==> config.mk <==
export PLATFORM = sky130hd
export DESIGN_NAME = csr_file_flat
export DESIGN_NICKNAME = d
export VERILOG_FILES = /design/src/rtl/csr_file_if.sv /design/src/rtl/csr_file.sv /design/src/flat_wrapper.sv
export SDC_FILE = /design/constraint.sdc
export NUM_CORES = 1
export LEC_CHECK = 0
export CAP_MARGIN = 20
export CORE_MARGIN = 2
export CORE_UTILIZATION = 40
export DETAILED_ROUTE_END_ITERATION = 7
export GPL_ROUTABILITY_DRIVEN = 0
export GPL_TIMING_DRIVEN = 0
export PLACE_DENSITY_LB_ADDON = 0.15
export SYNTH_ARGS = -nofsm -noshare
export SYNTH_HDL_FRONTEND = slang
export SYNTH_SLANG_ARGS = --single-unit
==> constraint.sdc <==
create_clock -name clk -period 7 [get_ports clk]
set_clock_uncertainty 0.2 [all_clocks]
set_input_delay 1.4 -clock clk [delete_from_list [all_inputs] [get_ports clk]]
set_output_delay 1.4 -clock clk [all_outputs]
set_load 0.03 [all_outputs]
==> src/rtl/csr_file_if.sv <==
// CSR request, trap report and fetch-redirect bundle between execute, csr_file and fetch.
interface csr_file_if #(
    parameter int REG_DATA_SIZE = 31,
    parameter int EX_WIDTH      = 4
);
    logic                   csr_valid;
    logic [2:0]             csr_funct;
    logic [11:0]            csr_addr;
    logic [REG_DATA_SIZE:0] csr_wdata;
    logic                   csr_wr_suppress;
    logic                   trap_valid;
    logic [EX_WIDTH:0]      trap_cause;
    logic [31:0]            trap_pc;
    logic [31:0]            trap_tval;
    logic                   mret_valid;
    logic                   instret;
    logic [31:0]            csr_rdata;
    logic                   csr_rdata_valid;
    logic                   csr_illegal;
    logic                   redirect_valid;
    logic [31:0]            redirect_pc;
    logic                   busy;

    modport master (
        output csr_valid, csr_funct, csr_addr, csr_wdata, csr_wr_suppress,
               trap_valid, trap_cause, trap_pc, trap_tval, mret_valid, instret,
        input  csr_rdata, csr_rdata_valid, csr_illegal, redirect_valid, redirect_pc, busy
    );

    modport slave (
        input  csr_valid, csr_funct, csr_addr, csr_wdata, csr_wr_suppress,
               trap_valid, trap_cause, trap_pc, trap_tval, mret_valid, instret,
        output csr_rdata, csr_rdata_valid, csr_illegal, redirect_valid, redirect_pc, busy
    );
endinterface

==> src/rtl/csr_file.sv <==
// Machine-mode CSR file with trap/mret sequencer producing fetch redirects.
// Optional 64-bit mcycle/minstret counters are built when CSR_COUNTERS_EN is defined.
module csr_file #(
    parameter logic [31:0] RESET_MTVEC = 32'h0000_0100,
    parameter int          EX_WIDTH    = 4
) (
    input logic       clk,
    input logic       rst_n,
    csr_file_if.slave bus
);
    typedef enum logic [1:0] {IDLE, TRAP, REDIR_T, MRET} state_t;
    state_t state, state_nxt;

    localparam logic [31:0] CAUSE_MASK = (32'd1 << (EX_WIDTH + 1)) - 32'd1;

    logic        mie, mpie;
    logic [31:0] mtvec, mscratch, mepc, mcause, mtval;
    logic [31:2] tpc_q;
    logic [31:0] tcause_q, tval_q;
    logic [31:0] wdata, old, wval;
    logic        hit, do_wr, legal, take_csr, take_trap, wr_en;
`ifdef CSR_COUNTERS_EN
    logic [63:0] mcycle, minstret;
`endif

    assign wdata = 32'(bus.csr_wdata);

    always_comb begin
        old = '0;
        hit = 1'b1;
        case (bus.csr_addr)
            12'h300: old = {19'd0, 2'b11, 3'd0, mpie, 3'd0, mie, 3'd0};
            12'h301: old = 32'h4000_0100;
            12'h304, 12'h344, 12'hF11, 12'hF12, 12'hF13, 12'hF14: old = '0;
            12'h305: old = mtvec;
            12'h340: old = mscratch;
            12'h341: old = mepc;
            12'h342: old = mcause;
            12'h343: old = mtval;
`ifdef CSR_COUNTERS_EN
            12'hB00, 12'hC00: old = mcycle[31:0];
            12'hB80, 12'hC80: old = mcycle[63:32];
            12'hB02, 12'hC02: old = minstret[31:0];
            12'hB82, 12'hC82: old = minstret[63:32];
`endif
            default: hit = 1'b0;
        endcase
    end

    // Trap wins over mret, mret over csr; nothing is accepted outside IDLE.
    assign take_trap = (state == IDLE) && bus.trap_valid;
    assign take_csr  = (state == IDLE) && !bus.trap_valid && !bus.mret_valid && bus.csr_valid;
    assign do_wr     = (bus.csr_funct[1:0] == 2'b01) || !bus.csr_wr_suppress;
    assign legal     = hit && (bus.csr_funct[1:0] != 2'b00)
                       && !((bus.csr_addr[11:10] == 2'b11) && do_wr);
    assign wr_en     = take_csr && legal && do_wr;

    always_comb begin
        wval = old & ~wdata;
        case (bus.csr_funct[1:0])
            2'b01:   wval = wdata;
            2'b10:   wval = old | wdata;
            default: wval = old & ~wdata;
        endcase
    end

    always_ff @(posedge clk or negedge rst_n) begin
        if (!rst_n) state <= IDLE;
        else        state <= state_nxt;
    end

    always_comb begin
        state_nxt          = state;
        bus.redirect_valid = 1'b0;
        bus.redirect_pc    = '0;
        case (state)
            IDLE: begin
                if (bus.trap_valid)      state_nxt = TRAP;
                else if (bus.mret_valid) state_nxt = MRET;
            end
            TRAP: state_nxt = REDIR_T;
            REDIR_T: begin
                bus.redirect_valid = 1'b1;
                bus.redirect_pc    = mtvec;
                state_nxt          = IDLE;
            end
            MRET: begin
                bus.redirect_valid = 1'b1;
                bus.redirect_pc    = mepc;
                state_nxt          = IDLE;
            end
            default: state_nxt = IDLE;
        endcase
    end

    assign bus.busy = (state != IDLE);

    always_ff @(posedge clk or negedge rst_n) begin
        if (!rst_n) begin
            mie                 <= 1'b0;
            mpie                <= 1'b0;
            mtvec               <= {RESET_MTVEC[31:2], 2'b00};
            mscratch            <= '0;
            mepc                <= '0;
            mcause              <= '0;
            mtval               <= '0;
            tpc_q               <= '0;
            tcause_q            <= '0;
            tval_q              <= '0;
            bus.csr_rdata       <= '0;
            bus.csr_rdata_valid <= 1'b0;
            bus.csr_illegal     <= 1'b0;
        end else begin
            bus.csr_rdata_valid <= take_csr && legal;
            bus.csr_illegal     <= take_csr && !legal;
            if (take_csr && legal) bus.csr_rdata <= old;
            // Trap operands are single-cycle pulses, so hold them for the TRAP state.
            if (take_trap) begin
                tpc_q    <= bus.trap_pc[31:2];
                tcause_q <= 32'(bus.trap_cause);
                tval_q   <= bus.trap_tval;
            end
            if (state == TRAP) begin
                mepc   <= {tpc_q, 2'b00};
                mcause <= tcause_q & CAUSE_MASK;
                mtval  <= tval_q;
                mpie   <= mie;
                mie    <= 1'b0;
            end
            if (state == MRET) begin
                mie  <= mpie;
                mpie <= 1'b1;
            end
            if (wr_en) begin
                case (bus.csr_addr)
                    12'h300: begin
                        mie  <= wval[3];
                        mpie <= wval[7];
                    end
                    12'h305: mtvec    <= {wval[31:2], 2'b00};
                    12'h340: mscratch <= wval;
                    12'h341: mepc     <= {wval[31:2], 2'b00};
                    12'h342: mcause   <= wval & CAUSE_MASK;
                    12'h343: mtval    <= wval;
                    default: ;
                endcase
            end
        end
    end

`ifdef CSR_COUNTERS_EN
    // A write to either half takes the place of that cycle's increment.
    always_ff @(posedge clk or negedge rst_n) begin
        if (!rst_n) begin
            mcycle   <= '0;
            minstret <= '0;
        end else begin
            if (wr_en && bus.csr_addr == 12'hB00)      mcycle[31:0]  <= wval;
            else if (wr_en && bus.csr_addr == 12'hB80) mcycle[63:32] <= wval;
            else                                       mcycle        <= mcycle + 64'd1;
            if (wr_en && bus.csr_addr == 12'hB02)      minstret[31:0]  <= wval;
            else if (wr_en && bus.csr_addr == 12'hB82) minstret[63:32] <= wval;
            else if (bus.instret)                      minstret        <= minstret + 64'd1;
        end
    end
`endif
endmodule

==> src/flat_wrapper.sv <==
// flat-port wrapper written by rule: the top's interface ports become plain ports
module csr_file_flat 
#(
    parameter logic [31:0] RESET_MTVEC = 32'h0000_0100,
    parameter int          EX_WIDTH    = 4
)
  (clk, rst_n, bus_csr_valid, bus_csr_funct, bus_csr_addr, bus_csr_wdata, bus_csr_wr_suppress, bus_trap_valid, bus_trap_cause, bus_trap_pc, bus_trap_tval, bus_mret_valid, bus_instret, bus_csr_rdata, bus_csr_rdata_valid, bus_csr_illegal, bus_redirect_valid, bus_redirect_pc, bus_busy);
  csr_file_if #(.REG_DATA_SIZE(31), .EX_WIDTH(EX_WIDTH)) bus_i ();
  input logic clk;
  input logic rst_n;
  input wire logic [$bits(bus_i.csr_valid)-1:0] bus_csr_valid;
  input wire logic [$bits(bus_i.csr_funct)-1:0] bus_csr_funct;
  input wire logic [$bits(bus_i.csr_addr)-1:0] bus_csr_addr;
  input wire logic [$bits(bus_i.csr_wdata)-1:0] bus_csr_wdata;
  input wire logic [$bits(bus_i.csr_wr_suppress)-1:0] bus_csr_wr_suppress;
  input wire logic [$bits(bus_i.trap_valid)-1:0] bus_trap_valid;
  input wire logic [$bits(bus_i.trap_cause)-1:0] bus_trap_cause;
  input wire logic [$bits(bus_i.trap_pc)-1:0] bus_trap_pc;
  input wire logic [$bits(bus_i.trap_tval)-1:0] bus_trap_tval;
  input wire logic [$bits(bus_i.mret_valid)-1:0] bus_mret_valid;
  input wire logic [$bits(bus_i.instret)-1:0] bus_instret;
  output wire logic [$bits(bus_i.csr_rdata)-1:0] bus_csr_rdata;
  output wire logic [$bits(bus_i.csr_rdata_valid)-1:0] bus_csr_rdata_valid;
  output wire logic [$bits(bus_i.csr_illegal)-1:0] bus_csr_illegal;
  output wire logic [$bits(bus_i.redirect_valid)-1:0] bus_redirect_valid;
  output wire logic [$bits(bus_i.redirect_pc)-1:0] bus_redirect_pc;
  output wire logic [$bits(bus_i.busy)-1:0] bus_busy;
  assign bus_i.csr_valid = bus_csr_valid;
  assign bus_i.csr_funct = bus_csr_funct;
  assign bus_i.csr_addr = bus_csr_addr;
  assign bus_i.csr_wdata = bus_csr_wdata;
  assign bus_i.csr_wr_suppress = bus_csr_wr_suppress;
  assign bus_i.trap_valid = bus_trap_valid;
  assign bus_i.trap_cause = bus_trap_cause;
  assign bus_i.trap_pc = bus_trap_pc;
  assign bus_i.trap_tval = bus_trap_tval;
  assign bus_i.mret_valid = bus_mret_valid;
  assign bus_i.instret = bus_instret;
  assign bus_csr_rdata = bus_i.csr_rdata;
  assign bus_csr_rdata_valid = bus_i.csr_rdata_valid;
  assign bus_csr_illegal = bus_i.csr_illegal;
  assign bus_redirect_valid = bus_i.redirect_valid;
  assign bus_redirect_pc = bus_i.redirect_pc;
  assign bus_busy = bus_i.busy;
  csr_file #(.RESET_MTVEC(RESET_MTVEC), .EX_WIDTH(EX_WIDTH)) u_core (.clk(clk), .rst_n(rst_n), .bus(bus_i));
endmodule
[Yosys cells after proc, flatten, opt, wreduce, memory -nomap -nowiden]
Index checks and enable logic that the tools add are counted.
Storage, ports and cells
  output and inout port bits: 68
  word-level logic and storage cells: 85
  bits in registers: 263
  input port bits: 123
Cells by class
  equal/unequal tests: 20
  bitwise gates (word level): 3
  muxes and demuxes: 25
  reductions and logical operators: 23
Operator list (number)
  2-to-1 mux 32 bit: 9
  case mux 32 bit (7 select lines): 1
  case mux 32 bit (2 select lines): 2
  == test 12 x 10 -> 1 bit, second input constant: 9
  == test 12 bit, second input constant: 4
  bitwise AND 32 bit: 1
  inverter 32 bit: 1
  OR 32 bit: 1
  OR reduction 13 bit: 1
  logical AND 1 bit: 10
  2-to-1 mux 1 bit: 10
  == test 2 bit, second input constant: 4
  case mux 2 bit (3 select lines): 1
  logical NOT 1 bit: 5
  == test 2 x 1 -> 1 bit, second input constant: 2
  2-to-1 mux 2 bit: 2
  AND reduction 2 bit: 2
  nonzero test 2 bit: 2
  inequality test 3 bit, second input constant: 1
  logical NOT 2 bit: 1
  OR reduction 2 bit: 1
  logical OR 1 bit: 1

[Longest topological paths before layout]
  depth in word-level cells: 8
  mapped depth: 9
  mapped depth without buffers: 7

[Worst setup path before layout]
No wires, ideal clock.
  path type: register to output
  start point: register u_core.state[0]
  end point: output bus_redirect_pc[10]
  path slack: 3602 ps
  buffers on the path: 2
  stages on the path, launching flop included: 5
  arrival time: 1798 ps
  data required time: 5400 ps
  cell sequence: dfrtp_1 > clkbuf_1 > buf_1 > mux2i_1 > nor2b_1
Between the ends
  word-level cells in the longest chain between the ends: 2
  elaborated cells between the ends (all ways): 3
  those cells by class: eq/ne: 2; mux: 1
RTL lines
  from (decl): RTL line csr_file.sv:12  | state_t state, state_nxt;
  from (signal assigned): RTL line csr_file.sv:69  | else state <= state_nxt;
  == test 2 bit: RTL line csr_file.sv:76  | case (state)
  case mux 32 bit (2 select lines) (*): RTL line csr_file.sv:76
  to (decl): RTL line flat_wrapper.sv:26  | output wire logic [$bits(bus_i.redirect_pc)-1:0] bus_redirect_pc;
Mark *: on every way between the ends. The rest lies on a longest branch, timed or not.

[Worst setup path after layout]
  start point: register u_core.state[0]
  end point: output bus_redirect_pc[21]
Same word-level chain as after synthesis.

==> impl_metrics.yaml <==
cts:
  clk_pin_slew_ns: 0.06
  clk_latency_ns: 0.57
  cts_sinks: 263
  cts_resized: 0
  cts-buffers-inserted: 30
  cts_max_level: 1
  hold_buffers: 0
  cts_root_buf: "clkbuf_16"
  clockBufferDepth: 3
  post-cts-setup-buffer-count: 0
  cts_tree: "yes"
synth:
  synth_edf_count: 0
  synth_warnings: 0
  ys_types: 68
  syn_nets: 1442
  synth_area_per_cell_sq_um: 10.3
  syn_inst: 1316
  ys.flop_type: "dfrtp_1"
  synthTopCellsByCount: "262 x dfrtp_1, 201 x a21oi_1, 105 x nor2_1, 95 x nor2b_1, 92 x mux2_2"
  yosysMostFrequentCell: "dfrtp_1"
  synth.cell_area_sq_um: 13600
  synthArstFlopShare_pct: 100
  synth_seq_cells: 263
  synth_top_cell_area_share_pct: 48.2
  yosysSeqAreaShare_pct: 48.4
  yosys-top-cells-area: "dfrtp_1 48%, mux2_2 7.6%, a21oi_1 7.4%"
  yosysTopAreaCell: "dfrtp_1"
timing:
  tightest_slew_ns: 0.997
  tns_ns: 0
  holdWs_ns: 0.292
  hold_violations: 0
  slew_viol_final: 0
  rsz0062_at_grt: "no"
  max-slew-margin-rel_pct: 33.2
  clock.fmax_mhz: 202
  period_minus_slack_ns: 4.94
  setup_viol: 0
  period_share_pct: 70.6
critical_path:
  crit_arrival_ns: 3.34
  worstReg2RegStart: "u_core.state[0]$_DFFE_PN0P_"
  cp-end-kind: "output pin"
  slowest_delay_ns: 0.75
  crit_type: "reg -> out"
  crit_chain: "clkbuf_1 -> buf_1 -> mux2i_1 -> nor2b_1 -> clkdlybuf4s50_1"
  crit_path_max_fanout: 10
  crit_path_start: "u_core.state[0]$_DFFE_PN0P_"
  path_buf_inv: 3
  cp_data_required_time_ns: 5.40
  crit_family: "buffers and inverters"
  start_kind: "register"
  crit_slowest_cell: "buf_1"
detailed_routing:
  via_per_inst: 5.67
  drt_first_pass_iters: 5
  drt_iter0_markers: 1076
  antenna_left: 0
  drcViolationCount: 0
  vias: 11400
  wl_mm: 45.5
  wl_per_cell_um: 22.7
grt:
  grt.total_usage_pct: 25.4
  grt_pass1_wl_mm: 69.1
  grt_max_degree: 118
  gr-total-overflow: 0
  antenna_found_initial: 0
  grt_pass1_vias: 11000
floorplan:
  core_sq_um: 33500
  io_pins: 191
  start_util_pct: 40.6
  rows: 67
  die_y_um: 188
  die_area_sq_um: 35500
  die_x_um: 188
power:
  total_power_uw: 5700
  power.leakage_uw: 0.00717
  max-vdd-ir-drop_mv: 0.208
  p_per_area_nw_per_um2: 333
finish:
  diodes: 0
  stdcell_count: 2004
  area_growth_pct: 25.9
  drive_above_1_share_pct: 14.8
  fillers: 3091
  num-nets-final: 1659
run:
  drv_cap: 0
placement:
  hpwl_mm: 33.9
  io_buffers: 183
  dpl.cell_count: 1949
hold_path:
  hold_path.class: "reg -> reg"
  hold_start: "u_core.mscratch[7]$_DFFE_PN0P_"
status:
  run_status: "completed"
-- cell families (layout without fill, tap and decap cells) --
| kind of cell | after synthesis | count (layout) | synth area share, % |
|---|---|---|---|
| compound gates | 405 | 405 | 18.9 |
| fa+ha+maj | 3 | 3 | 0.276 |
| buf+inv | 128 | 368 | 4.23 |
| flops | 263 | 263 | 48.4 |
| mux | 168 | 168 | 13.4 |
| simple gates | 349 | 349 | 14.8 |
-- report_power, final --
group          switching [uW]  internal (uW)
registers                 284           1930
clock network             653           1050
logic                     949            833
-- through the flow --
stage	worst slack [ns]	utilization [%]	cell area, sq um
finish	2.06	51.1	17100
global route	1.94	51.1	17100
CTS	2.07	51.1	17100
detailed placement	1.71	47.9	16100
global placement	-7.38	47.7	16000
floorplan	3.60	-	13600
-- cell type report --
class | count | area, sq um | share of cell area [%]
buffer | 115 | 527 | 3.07
multi-input combinational | 925 | 6450 | 37.7
clock buffer | 43 | 881 | 5.14
clock inverter | 12 | 188 | 1.10
inverter | 13 | 48.8 | 0.285
timing repair buffer | 185 | 1890 | 11.0
tap | 448 | 561 | 3.27
sequential | 263 | 6580 | 38.4
-- flip-flops by register name, indices dropped and copies added, names as in the netlist --
signal / count
u_core.bus.csr_illegal: 1
u_core.bus.csr_rdata: 32
u_core.bus.csr_rdata_valid: 1
u_core.mcause: 32
u_core.mepc: 32
u_core.mie: 1
u_core.mpie: 1
u_core.mscratch: 32
u_core.mtval: 32
u_core.mtvec: 30
u_core.state: 2
u_core.tcause_q: 5
u_core.tpc_q: 30
u_core.tval_q: 32
-- cell usage in the layout, fill, tap and decap left out, drive strengths merged, types with 3 or more instances in the layout --
master,n
a211o,3
a211oi,67
a21boi,4
a21oi,202
a22o,3
a22oi,23
a31o,22
a31oi,24
and2,29
and3,4
and3b,22
buf,68
bufinv,5
clkbuf,93
clkdlybuf4s50,182
clkinv,6
dfrtp,262
ha,3
inv,13
mux2,93
mux2i,73
nand2,18
nand2b,6
nand3,13
nand4,3
nor2,105
nor2b,95
nor3,6
nor3b,28
nor4,6
o21ai,13
o2bb2ai,23
or3,4
-- worst register-to-register path, cell delays in order (launching register included) --
cell and delay, ns:
dfrtp_1 0.39, nor4_1 0.81, nand4_1 0.70, nor3_2 1.01
clkbuf_1 0.56, a21oi_1 0.17
-- final timing paths --
kind,cells past startpoint,slack [ns],to
max,5,2.06,bus_redirect_pc[21]
min,2,0.29,u_core.mscratch[7]$_DFFE_PN0P_
max reg2reg,5,3.01,u_core.mtval[31]$_DFF_PN0_
min reg2reg,2,0.29,u_core.mscratch[7]$_DFFE_PN0P_
max in group asynchronous,3,4.64,u_core.bus.csr_rdata_valid$_DFF_PN0_
min in group asynchronous,1,0.59,u_core.tpc_q[3]$_DFFE_PN0P_
-- layer usage --
layer  GRT usage [%]  wire length (um)
met5               0                 0
met4            6.13              1040
met3            3.95              3270
met2            37.4             19300
met1            39.1             21800
(Power assumes the default switching activity.)
